`src/rtl/uart_rx_fifo.sv`:
```
// uart_rx_fifo: show-ahead byte FIFO behind the Uart8 receiver, with overflow and error-drop reporting.
// Define UART_RX_FIFO_ERR_TAG_EN to store rxErr alongside each byte instead of dropping errored bytes.
module uart_rx_fifo #(
  parameter int unsigned DEPTH_LOG2 = 4
) (
  input  logic                clk,
  input  logic                reset,
  input  logic                rxDone,
  input  logic                rxErr,
  input  logic [7:0]          rxByte,
  output logic                outValid,
  input  logic                outReady,
  output logic [7:0]          outByte,
  output logic                outErr,
  output logic [DEPTH_LOG2:0] count,
  output logic                full,
  output logic                empty,
  output logic                overflow,
  input  logic                clearOverflow,
  output logic [7:0]          dropCount
);

  localparam int unsigned DEPTH = 1 << DEPTH_LOG2;
  localparam int unsigned CNT_W = DEPTH_LOG2 + 1;
`ifdef UART_RX_FIFO_ERR_TAG_EN
  localparam int unsigned ENTRY_W = 9;
`else
  localparam int unsigned ENTRY_W = 8;
`endif
  localparam logic [CNT_W-1:0]      FULL_COUNT = CNT_W'(DEPTH);
  localparam logic [DEPTH_LOG2-1:0] PTR_ONE    = DEPTH_LOG2'(1);

  logic                  donePrev;
  logic                  push;
  logic                  pop;
  logic                  pushData;
  logic                  pushDrop;
  logic                  accept;
  logic                  setOverflow;
  logic [DEPTH_LOG2-1:0] wrPtr;
  logic [DEPTH_LOG2-1:0] rdPtr;
  logic [ENTRY_W-1:0]    wrEntry;
  logic [ENTRY_W-1:0]    rdEntry;
  logic [ENTRY_W-1:0]    mem [DEPTH];

  // Push/pop decode; a pop frees the slot a same-cycle push needs when full.
  always_comb begin
    push        = rxDone & ~donePrev;
    empty       = (count == '0);
    full        = (count == FULL_COUNT);
    outValid    = ~empty;
    pop         = outValid & outReady;
`ifdef UART_RX_FIFO_ERR_TAG_EN
    pushData    = push;
    pushDrop    = 1'b0;
    wrEntry     = {rxErr, rxByte};
`else
    pushData    = push & ~rxErr;
    pushDrop    = push & rxErr;
    wrEntry     = rxByte;
`endif
    accept      = pushData & (~full | pop);
    setOverflow = pushData & full & ~pop;
  end

  always_comb begin
    rdEntry = mem[rdPtr];
`ifdef UART_RX_FIFO_ERR_TAG_EN
    outByte = rdEntry[7:0];
    outErr  = rdEntry[8];
`else
    outByte = rdEntry;
    outErr  = 1'b0;
`endif
  end

  // Storage is not reset; entries are unobservable until rewritten.
  always_ff @(posedge clk) begin
    if (accept && !reset) begin
      mem[wrPtr] <= wrEntry;
    end
  end

  always_ff @(posedge clk) begin
    if (reset) begin
      donePrev  <= 1'b1;
      wrPtr     <= '0;
      rdPtr     <= '0;
      count     <= '0;
      overflow  <= 1'b0;
      dropCount <= '0;
    end else begin
      donePrev <= rxDone;
      if (accept) begin
        wrPtr <= wrPtr + PTR_ONE;
      end
      if (pop) begin
        rdPtr <= rdPtr + PTR_ONE;
      end
      count <= count + CNT_W'(accept) - CNT_W'(pop);
      // Set wins over a same-cycle clear.
      if (setOverflow) begin
        overflow <= 1'b1;
      end else if (clearOverflow) begin
        overflow <= 1'b0;
      end
      if (pushDrop && (dropCount != 8'hFF)) begin
        dropCount <= dropCount + 8'd1;
      end
    end
  end

endmodule
```
`config.mk`:
```
export PLATFORM = sky130hd
export DESIGN_NAME = uart_rx_fifo
export DESIGN_NICKNAME = d
export VERILOG_FILES = /design/src/rtl/uart_rx_fifo.sv
export SDC_FILE = /design/constraint.sdc
export NUM_CORES = 1
export LEC_CHECK = 0
export ABC_AREA = 1
export ABC_CLOCK_PERIOD_IN_PS = 6200
export CORE_ASPECT_RATIO = 0.8
export CORE_MARGIN = 8
export CORE_UTILIZATION = 31
export CTS_CLUSTER_DIAMETER = 60
export DETAILED_ROUTE_END_ITERATION = 10
export PLACE_DENSITY = 0.56
export SYNTH_ARGS = -nofsm -noshare
export SYNTH_HDL_FRONTEND = slang
export SYNTH_SLANG_ARGS = --single-unit
```
`constraint.sdc`:
```
create_clock -name clk -period 6.2 [get_ports clk]
set_clock_uncertainty 0.15 [all_clocks]
set_input_delay 0.62 -clock clk [delete_from_list [all_inputs] [get_ports clk]]
set_output_delay 0.62 -clock clk [all_outputs]
set_load 0.02 [all_outputs]
```
==> results, run 1 <==
- The die is 181.2 µm wide.
- The share of synthesized area in the top cell type comes to 56.79%.
- The synthesized area divided by synthesized cell count is 9.909 µm².
- Sequential cells were found to cover 64.78% of the synthesized design area.
- The maximum number of pins on one net before global-route repair is 73.
- After filler insertion, the fill cell instance count of the layout stands at 2,143.
- Measured on the finished design, the core utilization comes to 36.72%.
- Among all stages on the critical path, the largest delay is contributed by sky130_fd_sc_hd__buf_4.
- In this run the power spent charging and discharging nets is 0.9238 mW.
- The sequential cell area is 0.004385 mm².
- The worst path in the final design needs a cycle of 3.987 ns, including I/O delays and setup.
- The number of global-route vias before repair came to around 4.1k.
- The number of max-slew violations in the final report came to 0.
- Once layout is done, the placed cells without fillers occupy 0.007895 mm².
- The detailed placement HPWL is 9622 µm.
- The cell that appears most often on the critical path is sky130_fd_sc_hd__nand3_1.
- The starting density of the core is 31.48%.
- Overall power consumption after layout is estimated at 2.849 mW.
- The total iterations of the first detailed-routing run is 5.
- The count of buffers inserted at the top-level ports is 38.
- Of the cells placed in the final design, the portion with a size suffix greater than 1 is 6.362%.
- The post-place instance area is approximately 0.0073 mm².
- The signal on the critical path passes through buf_4 > inv_2 > o21ai_0 > nand3_1 > nand3_1 > nand2_1 > clkdlybuf4s50_1.
- Along the worst path, the maximum fanout reaches 72.
- Yosys attributes the largest share of cell area to sky130_fd_sc_hd__edfxtp_1 57%, sky130_fd_sc_hd__nand2_1 12%, sky130_fd_sc_hd__dfxtp_1 8.0%.
- The final count of hold timing violations was 0.
- The number of clock sinks is 155.
- The max capacitance violation total is 0.
- The fraction of power consumed by combinational cells is around 22%.
- The number of post-CTS setup repair buffers is 0.
- After synthesis the netlist holds a flip-flop and latch count of 155.
- For this block, the via count after detailed routing is 4,524.
- The class of the worst hold path is reg2reg.
- Summing every instance area after synthesis gives between 0.006 and 0.007 mm².
- In this run switching power makes up 32.42% of total power.
- The tightest slew margin relative to the limit is a little under two fifths.
- Timing would allow up to 250.8 MHz.
- The total wire length after detailed routing is 15,340 µm.
- The tree is rooted in a sky130_fd_sc_hd__clkbuf_16.
- The clock latency on the worst-skew pair is 0.42 ns.
- Setup repair after global routing left no endpoint under its margin.
- The setup violation total in the final timing report is 0.
- The setup total negative slack is 0 ns.
- In this run the remaining antenna-violating nets after routing total 0.
- Cell internal power was estimated by the tool at 1.925 mW.
- The clock passes through at most 2 buffers.
- TritonCTS created 17 clock buffers.
- The total of warnings raised by yosys is 0.
- At the worst endpoint, the arrival time is 3.22 ns.
- The first routing iteration left about 360 violations.
- The height of the die is 148.2 µm.
- The top cell type by total area after synthesis is sky130_fd_sc_hd__edfxtp_1.
- The initial antenna violation count is 0.
- The H-tree depth reported by CTS is 4.
- The area growth from synthesis to layout is 16.66%.
- Once layout is complete, the cells apart from fillers number 998.
- At the worst endpoint, the required time is 5.43 ns.
- For this run, the total global-route usage over all layers was measured as 11.35%.
- The total power density per cell area is ~360 mW/mm².
- The post-cts hold buffer count is 0.
- The number of placement rows is 48.
- The static leakage is 3.064 nW.
- Including well taps, the total number of placed cells is just under 1k.
- The routability congestion estimate is ~0.77.
- The TritonCTS clock tree is done.
- The delay of the slowest cell on the worst path is approximately 0.60 ns.
- The global-route wire length before repair is around 23,000 µm.
- The area of the multi-input gates is 0.001973 mm².
- Counting distinct cell types in the post-synthesis netlist gives 29.
- The net count after synthesis is 709.
- Gates resized during post-CTS repair numbered 0.
- IR analysis of the VDD net gives a maximum drop of 0.1676 mV.
- Clock-pin slew was measured on the worst setup and hold paths at ~0.07 ns.
- After the last flow step, the layout net total stands at 736.
- The sort of element at the start of the critical path is a register.
- The critical path is of the reg2out type.
- After global routing the overflow that remains totals 0.
- The synthesized instance count is just under 700.
- At the pin with the least slew margin, the transition time is 0.9243 ns.
- The detailed-route wire length per cell is 15.37 µm.
- The critical path capture point type is a primary output.
- The number of placed I/O pins is 40.
- For this run, design rule violations remaining after detail routing come to 0.
- The final critical-path share of the clock period is 64.31%.
- The flow ran to the end, and the final reports show no timing, DRC or antenna violations.
- Leaving out fill and tap cells, the most frequent cell in the layout is sky130_fd_sc_hd__nand2_1.
- After detailed routing, the number of vias per cell comes to 4.533.
- The floorplan step defined a die boundary enclosing 0.02684 mm².
- The top cell types in the final layout, fill and taps aside, are 213 x sky130_fd_sc_hd__nand2_1, 128 x sky130_fd_sc_hd__edfxtp_1, 83 x sky130_fd_sc_hd__nor2_1.
- The standard cell core area is 0.02150 mm².
- The share of total power dissipated in the clock network is 35.9%.
- The number of antenna diodes is 0.
- In this run, flip-flops and latches consume approximately two fifths of the power.
worst max-delay path, delay by kind of cell (launching register included):
kind,cells,cell delay [ns]
buffers and inverters,3,1.74
and+or+nand+nor,3,0.36
DFF,1,0.31
AOI/OAI and AO/OA,1,0.35
power groups by stage:
stage	combinational, mW	clock (mW)	sequential, mW
2_1_floorplan	0.446	0	1.21
3_3_place_gp	0.640	0	1.21
3_5_place_dp	0.642	0	1.21
4_1_cts	0.645	1.05	1.19
5_1_grt	0.708	1.09	1.19
6_report	0.637	1.02	1.19
synthesized netlist by cell type:
| master | count |
|---|---|
| sky130_fd_sc_hd__nand4_1 | 6 |
| sky130_fd_sc_hd__fa_1 | 1 |
| sky130_fd_sc_hd__nand3b_1 | 1 |
| sky130_fd_sc_hd__clkbuf_1 | 3 |
| sky130_fd_sc_hd__dfxtp_1 | 27 |
| sky130_fd_sc_hd__clkbuf_2 | 1 |
| sky130_fd_sc_hd__buf_2 | 15 |
| sky130_fd_sc_hd__nor3_1 | 1 |
| sky130_fd_sc_hd__nand3_1 | 77 |
| sky130_fd_sc_hd__edfxtp_1 | 128 |
| sky130_fd_sc_hd__or2_2 | 8 |
| sky130_fd_sc_hd__inv_1 | 55 |
| sky130_fd_sc_hd__inv_2 | 2 |
| sky130_fd_sc_hd__nor2_1 | 83 |
| sky130_fd_sc_hd__xnor2_1 | 1 |
| sky130_fd_sc_hd__buf_4 | 4 |
| sky130_fd_sc_hd__o21ai_0 | 14 |
| sky130_fd_sc_hd__nor2_2 | 1 |
| sky130_fd_sc_hd__buf_6 | 6 |
| sky130_fd_sc_hd__nor2_4 | 1 |
| sky130_fd_sc_hd__conb_1 | 1 |
| sky130_fd_sc_hd__or2_0 | 1 |
| sky130_fd_sc_hd__xor2_1 | 3 |
| sky130_fd_sc_hd__a31oi_1 | 1 |
| sky130_fd_sc_hd__a21oi_1 | 10 |
| sky130_fd_sc_hd__nand2_1 | 213 |
| sky130_fd_sc_hd__buf_1 | 2 |
| sky130_fd_sc_hd__ha_1 | 11 |
| sky130_fd_sc_hd__o21ai_1 | 6 |
final timing paths:
path,startpoint,to,slack (ns),cells after the start
setup / recovery,register,outByte[4],2.21,7
hold / removal,overflow,overflow,0.31,2
setup reg to reg,count[3],count[4],3.56,17
hold reg to reg,overflow,overflow,0.31,2
kinds of logic after synthesis:
| family | count (synthesis) | share of synthesized area, % |
|---|---|---|
| adders and majority gates | 12 | 2.329 |
| and+or+nand+nor | 392 | 23.94 |
| buffers and inverters | 88 | 6.064 |
| AOI/OAI and AO/OA | 31 | 2.311 |
| xor gates and xnor gates | 4 | 0.5178 |
| DFF | 155 | 64.78 |
| other | 1 | 0.05541 |
registers in the layout (all words and copies together) (netlist names), named ones only:
register and cells:
wrPtr 4, dropCount 8, overflow 1, rdPtr 4, mem 128, count 5, donePrev 1
final cells by class:
type | count | share of cell area (%)
flip-flops and latches | 155 | 55.55
multi-input cells | 440 | 24.99
clock buffers | 17 | 5.388
repair buffers | 39 | 4.913
well taps | 275 | 4.358
inverters | 57 | 2.710
clock inverters | 15 | 2.092
through the flow:
stage | setup WS [ns] | hold WS, ns
finish | 2.213 | 0.3119
global route | 1.988 | 0.3465
CTS | 2.160 | 0.3181
detailed placement | 2.629 | 0.3089
global placement | 2.621 | 0.3022
floorplan | 3.530 | 0.3219
routing by layer:
layer / share of wire, % / vias up / GRT usage [%]
li1: - / 2300 / -
met5: 0 / - / 0
met1: 50 / 2137 / 15.46
met4: 0.96 / 0 / 3.682
met2: 46 / 76 / 17.45
met3: 3.3 / 11 / 2.877
Power figures use the tool's default switching activity.
==> inputs of run 2 (changes only) <==
- ABC_CLOCK_PERIOD_IN_PS: 6200 -> 4000
- clock period: 6.2 -> 4 ns (I/O delays scaled with it)
==> results, run 2 (synthesized netlist as in run 1, its figures left out) <==
- The number of flip-flops in the largest register is 128 (unchanged).
- The setup total negative slack was 0 ns (unchanged).
- The total wire length after detailed routing is 15,410 µm (+0.44%).
- The total power density per cell area is 561.9 mW/mm² (+56%).
- The die width is 181.2 µm (unchanged).
- The number of buffers inserted during clock tree synthesis is 17 (unchanged).
- The average vias per placed instance is 4.528 (-0.11%).
- The static leakage is 3.082 nW (+0.58%).
- TritonCTS built the clock tree.
- The detailed-route wire length per cell is 15.38 µm (about the same).
- The peak ir drop on the vdd network came to 0.2666 mV (+59%).
- The final critical-path share of the clock period is approximately 82%.
- The utilization after layout is 36.89% (+0.17 points).
- The residual antenna-violating net count after detailed routing is 0 (unchanged).
- The total iterations of the first detailed-routing run is 5 (unchanged).
- The sort of element at the start of the critical path is a register.
- The count of buffers inserted at the top-level ports is 38 (unchanged).
- The via count came to 4,537 (+0.29%).
- From synthesis to final layout, the design area changed by 17.19%.
- The maximum number of pins on one net before global-route repair is 72 (-1.4%).
- The number of nets at the end of the flow is 741 (+0.68%).
- The CTS clock-pin slew for the worst setup and hold paths is 0.06 ns (about the same).
- The initial antenna violation count is 0 (unchanged).
- The post-cts hold buffer count was 0 (unchanged).
- The post-cts sizing count was 0 (unchanged).
- The number of clock sinks is 155 (unchanged).
- The starting density of the core came to 31.48% (unchanged).
- The number of placed I/O pins is 40 (unchanged).
- The number of global-route vias before repair is 4,362 (+6.7%).
- The number of antenna diodes is 0 (unchanged).
- The critical path required time is 3.45 ns (-1.98 ns).
- The aggregate global-route resource usage was 11.75% (+0.40 points).
- The filler cell count in the final layout is 2,143 (unchanged).
- The number of max-slew violations in the final report is 0 (unchanged).
- The most frequent standard cell in the layout excluding fill and tap cells is sky130_fd_sc_hd__nand2_1.
- Setup repair after global routing left no endpoint under its margin.
- The root buffer cell is sky130_fd_sc_hd__clkbuf_16.
- The overall overflow remaining after global route is 0 (unchanged).
- Derived from the worst setup path, the maximum achievable clock frequency is around 300 MHz.
- The standard cell core area was 0.02150 mm² (unchanged).
- The top fanout value on the critical path is 57 (-21%).
- The register with the most flip-flops is mem.
- The global-route wire length before repair came to 24,270 µm (+3.5%).
- The top cell types in the final layout, fill and taps aside, are 213 x sky130_fd_sc_hd__nand2_1, 128 x sky130_fd_sc_hd__edfxtp_1, 83 x sky130_fd_sc_hd__nor2_1.
- The largest registers in the layout are mem: 128 flops, dropCount: 8 flops, count: 5 flops.
- The detailed placement HPWL is 9590 µm (-0.33%).
- The number of remaining DRC errors came to 0 (unchanged).
- The number of placement rows is 48 (unchanged).
- The H-tree depth reported by CTS is 4 (unchanged).
- The clock latency on the worst-skew pair is 0.42 ns (about the same).
- The final count of hold timing violations is 0 (unchanged).
- The flow ran to the end, and the final reports show no timing, DRC or antenna violations.
- The tightest slew margin relative to the limit is 31.78% (-6.5 points).
- The die area came to 0.02684 mm² (unchanged).
- The maximum clock path buffer count is 2 (unchanged).
- The max capacitance violation total is 0 (unchanged).
- The worst setup path is captured at a primary output.
- The arrival time reported for the critical path endpoint is 2.73 ns (-0.49 ns).
- The routability congestion estimate came to 0.7708 (+0.51%).
- The height of the die was 148.2 µm (unchanged).
- The class of the worst hold path is reg2reg.
- The initial DRC count is 427 (+18%).
- The setup violation total in the final timing report was 0 (unchanged).
- The ratio of cells with drive above 1 in the final layout is 6.878% (+0.52 points).
- The number of post-CTS setup repair buffers was 0 (unchanged).
- The critical path class is reg2out.
- The time the worst path needs with I/O delays and setup is approximately 3.3 ns.
- The actual transition at the worst max-transition pin is 1.023 ns (+0.09906 ns).
-- run 2: changes by cell type in the layout (fill, tap and decap cells not counted) --
cell / delta
sky130_fd_sc_hd__buf_4: +4
sky130_fd_sc_hd__clkinv_8: -3
sky130_fd_sc_hd__clkinvlp_4: +2
sky130_fd_sc_hd__inv_6: +2
sky130_fd_sc_hd__inv_8: -2
sky130_fd_sc_hd__buf_12: +1
sky130_fd_sc_hd__bufinv_16: +1
sky130_fd_sc_hd__clkinv_2: -1
-- run 2: path summary, 6_finish.rpt --
kind	from	end	slack, ns	depth (start not counted)
worst max-delay path	register	outByte[1]	0.72	8
worst min register to register	overflow	overflow	0.32	2
worst min-delay path	overflow	overflow	0.32	2
worst max register to register	count[2]	count[4]	1.34	17
-- run 2: per-stage QoR --
| step | hold slack, ns | std cells | power (mW) | cell area [µm²] | worst slack [ns] |
|---|---|---|---|---|---|
| after floorplan | 0.3191 | 683 | 2.564 | 6768 | 1.330 |
| after global placement | 0.3059 | 971 | 2.912 | 7355 | 1.081 |
| after detailed placement | 0.3110 | 971 | 2.915 | 7355 | 1.090 |
| after CTS | 0.3200 | 1002 | 4.502 | 7931 | 0.6426 |
| after global routing | 0.3373 | 1002 | 4.692 | 7931 | 0.4880 |
| final | 0.3190 | 1002 | 4.457 | 7931 | 0.7194 |
-- run 2: power by group --
group          switching, mW  internal [mW]  total, mW  leakage, nW
Combinational          0.665          0.379       1.04         1.43
Clock                  0.709          0.881       1.59        0.279
Sequential            0.0379           1.78       1.82         1.37
Total                   1.41           3.04       4.46         3.08
-- run 2: per-layer routing --
metal	track usage, %	part of all wire [%]	vias to the layer above
li1	-	-	2308
met1	15.69	47	2123
met2	18.62	46	96
met3	2.852	5.5	10
met4	3.682	1.2	0
met5	0	0	-
-- run 2: cell type report --
class | instances | area (µm²) | area share [%]
Clock buffer | 17 | 425.4 | 5.364
Clock inverter | 14 | 151.4 | 1.909
Inverter | 57 | 214.0 | 2.698
Multi-Input combinational cell | 440 | 1973 | 24.88
Sequential cell | 155 | 4385 | 55.29
Tap cell | 275 | 344.1 | 4.338
Timing Repair Buffer | 44 | 437.9 | 5.521
-- run 2: worst max-delay path, cell delays in order (launching register included) --
cell and delay, ns:
sky130_fd_sc_hd__dfxtp_2 0.32, sky130_fd_sc_hd__inv_2 0.72, sky130_fd_sc_hd__nand2_1 0.13, sky130_fd_sc_hd__nand2_1 0.11, sky130_fd_sc_hd__nand2_1 0.06, sky130_fd_sc_hd__nand3_1 0.09, sky130_fd_sc_hd__nand3_1 0.12, sky130_fd_sc_hd__nand2_1 0.13
sky130_fd_sc_hd__clkdlybuf4s50_1 0.62
==> inputs of run 3 (changes only) <==
- ABC_CLOCK_PERIOD_IN_PS: 4000 -> 2950
- PLACE_DENSITY: 0.56 -> 0.58
- clock period: 4 -> 2.95 ns (I/O delays scaled with it)
==> results, run 3 (synthesized netlist as in run 1, its figures left out) <==
- The register with the most flip-flops is mem.
- The number of global-route vias before repair was 4,303 (-1.4%).
- The arrival time reported for the critical path endpoint came to 2.35 ns (-0.38 ns).
- Of the available clock period, the critical path in the final layout requires 94.81%.
- The standard cell core area is 0.02150 mm² (unchanged).
- The number of buffers inserted during clock tree synthesis is 17 (unchanged).
- The max capacitance violation total came to 0 (unchanged).
- The sort of element at the start of the critical path is a register.
- The delay of the slowest cell on the worst path is 0.60 ns (-0.12 ns).
- The startpoint identified for the worst register-to-register timing path is count[2].
- The total power density per cell area came to 740.9 mW/mm² (+32%).
- The detailed placement HPWL is 9780 µm (+2.0%).
- The tightest min-delay check is of the reg2reg type.
- The starting density of the core came to 31.48% (unchanged).
- The ratio of cells with drive above 1 in the final layout is 8.957% (+2.1 points).
- The maximum number of pins on one net before global-route repair is 48 (-33%).
- The reg2reg setup slack was 0.35 ns (-0.99 ns).
- Broken down by cell family, the worst path's largest delay share belongs to buffers and inverters.
- The setup total negative slack is 0 ns (unchanged).
- The critical path class is reg2out.
- The worst hold path endpoint is overflow.
- Among all stages on the critical path, the largest delay is contributed by sky130_fd_sc_hd__clkdlybuf4s50_1.
- The minimum setup slack in the final design is 0.1530 ns (-0.5664 ns).
- The proportion of power drawn by the clock network came to 34.8% (-0.9 points).
- After layout, the minimum clock period comes to 2.797 ns.
- The die area is 0.02684 mm² (unchanged).
- The instance count after placement with tap cells included is 992 (+2.2%).
- The depth of the worst register-to-register path is 17 (unchanged).
- The fmax is 357.5 MHz.
- The peak ir drop on the vdd network came to 0.3137 mV (+18%).
- The number of buffers and inverters on the critical path was 3 (+1).
- The filler cell count in the final layout is 2,118 (-1.2%).
- The design internal power is 4.192 mW (+38%).
- The library cell used most frequently in the layout, excluding fill and tap cells, is sky130_fd_sc_hd__nand2_1.
- The number of cells in the finished layout apart from fillers came to 1,023 (+2.1%).
- The CTS clock-pin slew for the worst setup and hold paths was 0.06 ns (about the same).
- The residual antenna-violating net count after detailed routing was 0 (unchanged).
- Setup repair after global routing left no endpoint under its margin.
- The average vias per placed instance is 4.500 (-0.63%).
- The root buffer cell is sky130_fd_sc_hd__clkbuf_16.
- The number of remaining DRC errors was 0 (unchanged).
- The TritonCTS clock tree is done.
- The flow ran to the end, and the final reports show no timing, DRC or antenna violations.
- The total iterations of the first detailed-routing run came to 4 (-1).
- The routability congestion estimate is 0.7697 (-0.14%).
- The post-cts sizing count is 0 (unchanged).
- The count of buffers inserted at the top-level ports is 38 (unchanged).
- The post-cts hold buffer count came to 0 (unchanged).
- The detailed-route wire length per cell was 14.86 µm (-3.4%).
- The worst setup path is captured at a primary output.
- The final count of hold timing violations is 0 (unchanged).
- The top cell types in the final layout, fill and taps aside, are 213 x sky130_fd_sc_hd__nand2_1, 128 x sky130_fd_sc_hd__edfxtp_1, 83 x sky130_fd_sc_hd__nor2_1.
- The top fanout value on the critical path was 25 (-56%).
- The fraction of power spent switching nets is 29.94% (-1.7 points).
- Walking the worst path, the cells encountered are clkinv_2 > buf_8 > nand2_1 > nand3_1 > nand3_1 > nand3_1 > nand2_1 > clkdlybuf4s50_1.
- The number of placed I/O pins is 40 (unchanged).
- The part of the total power dissipated in sequential elements was 41.3% (+0.4 points).
- The fraction of power consumed by combinational cells is 23.9% (+0.5 points).
- The cell depth of the worst min-delay path is 2 (unchanged).
- The initial antenna violation count is 0 (unchanged).
- The clock latency on the worst-skew pair is 0.41 ns (about the same).
- The pre-CTS setup slack came to 0.2347 ns (-0.8549 ns).
- The H-tree depth reported by CTS was 4 (unchanged).
- The largest registers in the layout are mem: 128 flops, dropCount: 8 flops, count: 5 flops.
- The global-route wire length before repair is 24,080 µm (-0.77%).
- The static leakage is 3.174 nW (+3.0%).
- The cell repeated most along the worst path is sky130_fd_sc_hd__nand3_1.
- The total wire length after detailed routing is 15,200 µm (-1.3%).
- The via count is 4,603 (+1.5%).
- The aggregate global-route resource usage is 11.78% (+0.022 points).
- The die width is 181.2 µm (unchanged).
- The layout overhead on the synthesized area is 19.34%.
- The number of antenna diodes was 0 (unchanged).
- The number of flip-flops in the largest register is 128 (unchanged).
- The worst hold path begins at overflow.
- The actual transition at the worst max-transition pin came to 0.7366 ns (-0.2868 ns).
- The critical path required time is 2.51 ns (-0.94 ns).
- The number of max-slew violations in the final report is 0 (unchanged).
- In this run the critical register-to-register path is captured at count[4].
- The maximum clock path buffer count is 2 (unchanged).
- The number of placement rows is 48 (unchanged).
- The tightest slew margin relative to the limit is 50.74% (+19 points).
- The reported net switching power is 1.791 mW (+27%).
- The initial DRC count was 372 (-13%).
- The height of the die was 148.2 µm (unchanged).
- The setup violation total in the final timing report is 0 (unchanged).
- The number of clock sinks was 155 (unchanged).
- The overall overflow remaining after global route is 0 (unchanged).
- The number of nets at the end of the flow is 762 (+2.8%).
- The number of post-CTS setup repair buffers is 0 (unchanged).
[run 3: how the worst max path moves through the flow]
| stage | from | endpoint | slack, ns | cells after the start |
|---|---|---|---|---|
| 2_1_floorplan | count[2] | count[4] | 0.28 | 16 |
| 3_3_place_gp | rxDone | count[4] | 0.28 | 16 |
| 3_5_place_dp | rxDone | count[4] | 0.23 | 17 |
| 4_1_cts | register | outByte[2] | 0.005 | 9 |
| 5_1_grt | count[3] | count[4] | 0.01 | 17 |
| 6_report | register | outByte[7] | 0.15 | 8 |
[run 3: area by class of cell]
class	count	area (µm²)	area share, %
repair buffers	65	598.1	7.405
clock buffers	21	440.4	5.453
inverters	57	217.7	2.696
clock inverters	10	117.6	1.456
well taps	275	344.1	4.260
flip-flops and latches	155	4385	54.30
multi-input cells	440	1973	24.43
[run 3: worst register-to-register path, cell delays in order, from the launching register on]
cell	delay (ns)
sky130_fd_sc_hd__dfxtp_1	0.35
sky130_fd_sc_hd__inv_1	0.07
sky130_fd_sc_hd__ha_1	0.22
sky130_fd_sc_hd__nand3_1	0.12
sky130_fd_sc_hd__nand2_1	0.17
sky130_fd_sc_hd__nor2_1	0.21
sky130_fd_sc_hd__inv_1	0.08
sky130_fd_sc_hd__nand2_1	0.07
sky130_fd_sc_hd__ha_1	0.16
sky130_fd_sc_hd__inv_1	0.06
sky130_fd_sc_hd__fa_1	0.36
sky130_fd_sc_hd__inv_1	0.08
sky130_fd_sc_hd__nand2_1	0.07
sky130_fd_sc_hd__a21oi_1	0.13
sky130_fd_sc_hd__nor2_1	0.06
sky130_fd_sc_hd__nand2_1	0.06
sky130_fd_sc_hd__nand2_1	0.04
sky130_fd_sc_hd__nor2_1	0.08
[run 3: power groups by stage]
stage | Clock [mW] | Combinational, mW | Sequential (mW)
after floorplan | 0 | 0.937 | 2.54
after global placement | 0 | 1.43 | 2.52
after detailed placement | 0 | 1.43 | 2.52
after CTS | 2.13 | 1.43 | 2.47
after global routing | 2.23 | 1.60 | 2.48
final | 2.08 | 1.43 | 2.47
[run 3: metal layers]
layer	global-route usage [%]	wire length (µm)	vias to the layer above
met3	2.487	535	9
met2	18.32	7178	73
met5	0	0	-
li1	-	-	2341
met4	4.378	156	0
met1	15.96	7329	2180
[run 3: stage by stage]
step                      area (µm²)  hold slack (ns)  total power [mW]  utilization (%)
after floorplan                 6768           0.2141             3.476                -
after CTS                       8058           0.3172             6.036            37.48
after detailed placement        7500           0.3136             3.947            34.88
final                           8077           0.3184             5.983            37.56
after global placement          7500           0.3104             3.946            34.88
after global routing            8077           0.3236             6.312            37.56
